===== src/rtl/riscv_cpu_pkg.sv =====
// Shared types and defaults for the EX-stage control slice.
// Holds the EX FSM state encoding and the default multi-cycle counter width.
package riscv_cpu_pkg;

  localparam int MC_CNT_WIDTH_DEFAULT = 4;

  typedef enum logic [1:0] {
    IDLE  = 2'd0,
    MULTI = 2'd1,
    EXEC  = 2'd2
  } ex_ctrl_state_e;

endpackage


===== src/rtl/sat_counter.sv =====
// Saturating up-counter with synchronous clear (clear wins over increment).
// Holds at all-ones instead of wrapping.
module sat_counter #(
  parameter int WIDTH = 16
) (
  input  logic             clk_i,
  input  logic             rst_i,
  input  logic             inc_i,
  input  logic             clr_i,
  output logic [WIDTH-1:0] cnt_o
);

  always_ff @(posedge clk_i or posedge rst_i) begin
    if (rst_i) begin
      cnt_o <= '0;
    end else if (clr_i) begin
      cnt_o <= '0;
    end else if (inc_i && (cnt_o != '1)) begin
      cnt_o <= cnt_o + 1'b1;
    end
  end

endmodule


===== src/rtl/ex_ctrl.sv =====
// EX-stage handshake controller: accept/stall, multi-cycle wait, branch flush.
// Also counts decode-side stall cycles for performance monitoring.
//
// state | meaning
// IDLE  | EX empty, ready for a new instruction
// MULTI | multi-cycle op in progress, latency counter running
// EXEC  | EX holds a valid result, waiting for MEM to take it
module ex_ctrl
  import riscv_cpu_pkg::*;
#(
  parameter int MC_CNT_WIDTH = MC_CNT_WIDTH_DEFAULT,
  parameter int PERF_WIDTH   = 16
) (
  input  logic                    clk_i,
  input  logic                    rst_i,
  input  logic                    id_valid_i,
  output logic                    id_ready_o,
  input  logic                    multicycle_i,
  input  logic [MC_CNT_WIDTH-1:0] mc_latency_i,
  input  logic                    branch_taken_i,
  input  logic                    mem_ready_i,
  output logic                    ex_en_o,
  output logic                    ex_valid_o,
  output logic                    if_flush_o,
  output logic                    busy_o,
  input  logic                    perf_clr_i,
  output logic [PERF_WIDTH-1:0]   stall_cnt_o
);

  localparam logic [MC_CNT_WIDTH-1:0] CNT_ONE = MC_CNT_WIDTH'(1);

  ex_ctrl_state_e state, state_n;
  logic [MC_CNT_WIDTH-1:0] cnt, cnt_n;
  logic accept;
  logic ex_en;

  always_ff @(posedge clk_i or posedge rst_i) begin
    if (rst_i) begin
      state <= IDLE;
      cnt   <= '0;
    end else begin
      state <= state_n;
      cnt   <= cnt_n;
    end
  end

  always_comb begin
    state_n    = state;
    cnt_n      = cnt;
    accept     = 1'b0;
    ex_en      = 1'b0;
    id_ready_o = 1'b0;
    ex_valid_o = 1'b0;
    if_flush_o = 1'b0;
    busy_o     = 1'b0;

    case (state)
      IDLE: begin
        id_ready_o = 1'b1;
        accept     = id_valid_i;
      end
      MULTI: begin
        busy_o = 1'b1;
        cnt_n  = cnt - 1'b1;
        if (cnt <= CNT_ONE) begin
          state_n = EXEC;
        end
      end
      EXEC: begin
        ex_valid_o = 1'b1;
        if (mem_ready_i) begin
          state_n = IDLE;
          if (branch_taken_i) begin
            // wrong-path instruction on the ID side is dropped, never accepted
            if_flush_o = 1'b1;
          end else begin
            id_ready_o = 1'b1;
            accept     = id_valid_i;
          end
        end
      end
      default: state_n = IDLE;
    endcase

    // a zero latency multi-cycle op behaves exactly like a single-cycle one
    if (accept) begin
      ex_en = 1'b1;
      if (multicycle_i && (mc_latency_i != '0)) begin
        state_n = MULTI;
        cnt_n   = mc_latency_i;
      end else begin
        state_n = EXEC;
      end
    end
  end

  assign ex_en_o = ex_en & ~rst_i;

  sat_counter #(
    .WIDTH (PERF_WIDTH)
  ) u_stall_cnt (
    .clk_i (clk_i),
    .rst_i (rst_i),
    .inc_i (id_valid_i & ~id_ready_o),
    .clr_i (perf_clr_i),
    .cnt_o (stall_cnt_o)
  );

endmodule


===== config.mk =====
export PLATFORM = sky130hd
export DESIGN_NAME = ex_ctrl
export DESIGN_NICKNAME = d
export VERILOG_FILES = /design/src/rtl/riscv_cpu_pkg.sv /design/src/rtl/sat_counter.sv /design/src/rtl/ex_ctrl.sv
export SDC_FILE = /design/constraint.sdc
export NUM_CORES = 1
export LEC_CHECK = 0
export CORE_ASPECT_RATIO = 0.6
export CORE_MARGIN = 1
export CORE_UTILIZATION = 30
export DETAILED_ROUTE_END_ITERATION = 10
export HOLD_SLACK_MARGIN = 0.02
export PLACE_DENSITY = 0.6
export SLEW_MARGIN = 20
export SYNTH_ARGS = -nofsm -noshare
export SYNTH_HDL_FRONTEND = slang
export SYNTH_SLANG_ARGS = --single-unit

===== constraint.sdc =====
create_clock -name clk_i -period 1.6 [get_ports clk_i]
set_input_delay 0.32 -clock clk_i [delete_from_list [all_inputs] [get_ports clk_i]]
set_output_delay 0.32 -clock clk_i [all_outputs]
set_load 0.02 [all_outputs]

-- Word level (Yosys, flattened, before mapping)
Cells that the tools add are included.
- add/subtract/negate cells: 2
- reductions and logical operators: 6
- eq/ne operators: 6
- bitwise operators: 4
- magnitude comparators: 1
- muxes and demuxes: 22
- operator list (cell ; count):
    16-bit two-way mux ; 2
    16-bit by 1-bit adder with 16-bit output, second input constant ; 1
    16-bit inequality test, second input constant ; 1
    4-bit two-way mux ; 3
    1-bit two-way mux ; 10
    2-bit two-way mux ; 4
    3-bit inequality test, second input constant ; 2
    2-bit case mux with 3 select lines ; 1
    4-bit by 1-bit less-or-equal comparator with 1-bit output, second input constant ; 1
    1-bit case mux with 2 select lines ; 2
    4-bit nonzero test ; 1
    4-bit by 1-bit subtractor with 4-bit output, second input constant ; 1
    3-bit AND reduction ; 1
    1-bit bitwise AND ; 2
    2-bit by 1-bit == test with 1-bit output, second input constant ; 1
    2-bit == test, second input constant ; 1
    1-bit logical AND ; 2
    2-bit zero test ; 1
    2-bit inequality test, second input constant ; 1
    1-bit NOT ; 2
    2-bit nonzero test ; 1
- logic and storage cells: 44
- register bits: 22

-- Longest topological paths before layout
- depth in word-level cells: 8
- gate-level depth with buffers: 6
- gate-level depth less buffers: 6

-- Hierarchy
From an unflattened synthesis, not the netlist that was laid out.
- cells, all modules: 142
- area, all modules: 1351.3 um^2
- modules (own cells, without submodules) (module ; area each (um^2) ; sequential area each (um^2) ; cells an instance ; times used):
    sat_counter ; 932.1 ; 400.4 ; 101 ; 1
    ex_ctrl ; 419.2 ; 150.1 ; 41 ; 1

-- Worst setup path before layout
Ideal clock, no wire load.
- kind: register to register
- start: reg u_stall_cnt.cnt_o[0]
- end: reg u_stall_cnt.cnt_o[3]
- clock period less this slack: 1.908 ns
- setup time: 0.128 ns
- slack: -0.308 ns
- arrival time: 1.781 ns
- cell stages (with the launch flop): 7
- data required time: 1.472 ns
- path through: dfrtp_1 -> ha_1 -> nand3_2 -> nor4_4 -> buf_4 -> nor3_1 -> mux2_1
- longest elaborated chain between the ends: 3
- ends and longest elaborated chain (item ; line ; text):
    start, declared ; sat_counter.sv:10 ; output logic [WIDTH-1:0] cnt_o
    start signal, assigned ; sat_counter.sv:19 ; cnt_o <= cnt_o + 1'b1;
    16-bit by 1-bit adder with 16-bit output / 16-bit inequality test (equally long branches) ; sat_counter.sv:19, sat_counter.sv:18 ;
    16-bit two-way mux / 1-bit logical AND (equally long branches) ; sat_counter.sv:18 ; end else if (inc_i && (cnt_o != '1)) begin
    16-bit two-way mux / 2-bit nonzero test (equally long branches) ; -- ;
Parallel ways exist; a longest one is shown, timed or not. The select of a mux whose other input is x is not followed.
A chain may end at the register's enable or synchronous reset.

-- Final worst setup path
- start: reg state[0]
- end: reg u_stall_cnt.cnt_o[7]
- longest elaborated chain between the ends: 6
- ends and longest elaborated chain (item ; line ; text):
    start, declared ; ex_ctrl.sv:32 ; ex_ctrl_state_e state, state_n;
    start signal, assigned ; ex_ctrl.sv:42 ; state <= state_n;
    2-bit == test / 2-bit zero test (equally long branches) ; ex_ctrl.sv:57 ; case (state)
    1-bit case mux with 2 select lines (*) ; ex_ctrl.sv:57 ;
    1-bit NOT (*) ; ex_ctrl.sv:104 ; .inc_i (id_valid_i & ~id_ready_o),
    1-bit bitwise AND (*) ; ex_ctrl.sv:104 ;
    1-bit logical AND (*) ; sat_counter.sv:18 ;
    2-bit nonzero test (no source line) (*) ; -- ;
Mark *: on every way between the ends. The rest lies on a longest branch, timed or not.

==> results_dict.tcl <==
set metrics [dict create \
    status "finished with violations" \
    violations "negative setup slack" \
    rsz0062_at_grt "true" \
    yosysSeqAreaShare_pct 39.0 \
    holdBufCountCts 0 \
    drt-total-wl_mm 4.56 \
    irDropWorstVdd_mv 0.694 \
    tightest_slew_ns 0.359 \
    hold_viol 0 \
    dieHeight_um 55.1 \
    multi_input_area_mm2 0.00105 \
    grt_max_degree 23 \
    max_slew_margin_pct 75.9 \
    pwr-share-comb_pct 48.5 \
    synth.ff_latch_count 22 \
    htree_num_levels 1 \
    hp-class "in -> reg" \
    numPortBuffers 31 \
    fmax_mhz 580 \
    crit_buf_inv 1 \
    grt_pass1_vias 1496 \
    drive_gt1_share_pct 54.5 \
    cts.reportedPaths.clkPinSlew_ns 0.08 \
    register_area_um2 573 \
    die-area_mm2 0.00499 \
    cp_max_fo 6 \
    synth_cell_types 44 \
    fin_skew_ns 0.00688 \
    crit_type "reg -> reg" \
    power_density_mw_per_mm2 874 \
    switching_share_pct 37.1 \
    r2r_slack_ns -0.12 \
    die_w_um 90.5 \
    worstPathRequired_ns 1.75 \
    io_pins 32 \
    start_kind "flop" \
    grt_overflow_total 0 \
    grt_util_all_layers_pct 19.1 \
    cpPeakStageDelay_ns 0.44 \
    ys.flop_type "dfrtp_1" \
    power_mw 2.18 \
    final_area_mm2 0.00249 \
    synth-edff-count 0 \
    power.net_switching_uw 808 \
    cp_top_family "simple AND/OR/NAND/NOR gates" \
    crit_chain "or3b_4, o211ai_1, buf_4, nor3_2, mux2_4" \
    drv_slew 0 \
    end_kind "flop" \
    insertion_delay_ns 0.27 \
    grt_first_pass_wirelength_mm 7.18 \
    dp_slack_ns -0.556 \
    slowest_stage "dfrtp_2" \
    worst_hold_slack_ns 0.441 \
    area_growth_syn_to_layout_pct 76.8 \
    placed_cells 283 \
    internal_power_mw 1.37 \
    vias_per_cell 5.21 \
    coreArea_mm2 0.00430 \
    leakage_nw 1.16 \
    gp_congestion 0.811 \
    final_util_pct 58.0 \
    wire_per_inst_um 15.5 \
    via_count 1537 \
    cts.root.buffer_cell "clkbuf_8" \
    finalSetupTns_ns -1.17 \
    cts_made_buffers 3 \
    final_antenna_net_count 0 \
    synth_nets 164 \
    final.setup.worst_slack_ns -0.125 \
    clockPowerShare_pct 16.9 \
    dr.pass1.iters 4 \
    finalSetupViolations 16 \
    start_util_pct 32.8 \
    arrival_ns 1.88 \
    cts_tree "yes" \
    fill_cells 363 \
    post_synth.cell_area_avg_um2 9.40 \
    synthesis.area_mm2 0.00141 \
    p_seq_share_pct 34.6 \
    rows 18 \
    hpwl_mm 3.27 \
    yosys_warnings 0 \
    antenna_found_initial 0 \
    period_share_pct 108 \
    fin_cells 295 \
    drv_cap 0 \
    fin_crit_ns 1.72 \
    clkSinkCount 22 \
    clockBufferDepth 2 \
    synth_async_sr_flop_share_pct 100 \
    diodes 0 \
    drc_errors 0 \
    drtIter0Drc 79 \
    synthCells 150 \
    nNetsFinal 250 \
    placed_cell_area_mm2 0.00218 \
]
-- worst min-delay path, stage by stage --
cell and delay (ns):
dlymetal6s2s_1 0.11, buf_4 0.11, mux2_4 0.13
-- cells in the mapped netlist (all sizes together) (4+ instances only) --
library cell	n	area (um^2)
dfrtp	22	551
nor3	11	55.1
mux2	10	113
inv	8	30.0
nand2	8	30.0
nor2	8	30.0
nor2b	8	50.1
a21oi	7	35.0
nand3	7	40.0
nand4	6	52.6
or4	5	37.5
and3	4	25.0
o21ai	4	20.0
-- power by group through the flow --
stage                     sequential, mW  clock (mW)  combinational [mW]
after floorplan                    0.758           0               0.457
after global placement             0.761           0               0.835
after detailed placement           0.767           0               0.876
after CTS                          0.749       0.378               0.991
after global routing               0.769       0.395                1.13
final                              0.755       0.368                1.06
-- layout make-up --
type	instances	area share, %
multi-input cells	114	42.0
repair buffers	87	29.0
flip-flops and latches	22	23.0
well taps	60	3.01
clock buffers	4	1.81
inverters	8	1.20
-- registers in the layout (all words and copies together) (netlist names) --
| signal | cells |
|---|---|
| cnt | 4 |
| state | 2 |
| u_stall_cnt.cnt_o | 16 |
-- timing repair --
item | in CTS | in global routing
gates resized for setup | 66 | 38
buffers inserted | 7 | 0
pin swaps | 18 | 14
endpoints found under the hold margin | 0 | 0
endpoints found under the setup margin | 43 | 24
gates cloned | 1 | 0
-- logic make-up after synthesis --
logic type / synth area share, %
simple gates: 31.3
xor+xnor: 1.86
fa+ha+maj: 2.66
mux: 7.99
compound gates: 13.0
buf+inv: 4.17
flops: 39.0
-- layout by cell type (no fill, tap or decap), drive strengths merged, types with 3 or more instances in the layout --
cell,count
a21oi,7
and3,4
and4,3
buf,60
clkbuf,4
clkdlybuf4s50,4
dfrtp,22
dlygate4sd2,20
ha,3
inv,8
mux2,10
nand2,8
nand3,7
nand4,6
nor2,8
nor2b,8
nor3,11
nor4,3
o21ai,4
o31ai,3
or4,5
-- metal layers --
layer	share of wire, %	GRT usage, %	up-vias
met5	0	0	-
met4	0.75	5.38	0
met3	3.2	2.87	4
met2	46	32.7	33
met1	50	25.7	767
li1	-	-	733
-- path summary, 6_finish.rpt --
| check | startpoint | endpoint | cells past startpoint |
|---|---|---|---|
| max | state[0] | u_stall_cnt.cnt_o[7] | 5 |
| min | mc_latency_i[3] | cnt[3] | 3 |
| max reg2reg | state[0] | u_stall_cnt.cnt_o[7] | 5 |
| min reg2reg | u_stall_cnt.cnt_o[10] | u_stall_cnt.cnt_o[10] | 1 |
| max in group asynchronous | rst_i | u_stall_cnt.cnt_o[2] | 3 |
| min in group asynchronous | rst_i | state[1] | 3 |
Power figures use the tool's default switching activity.
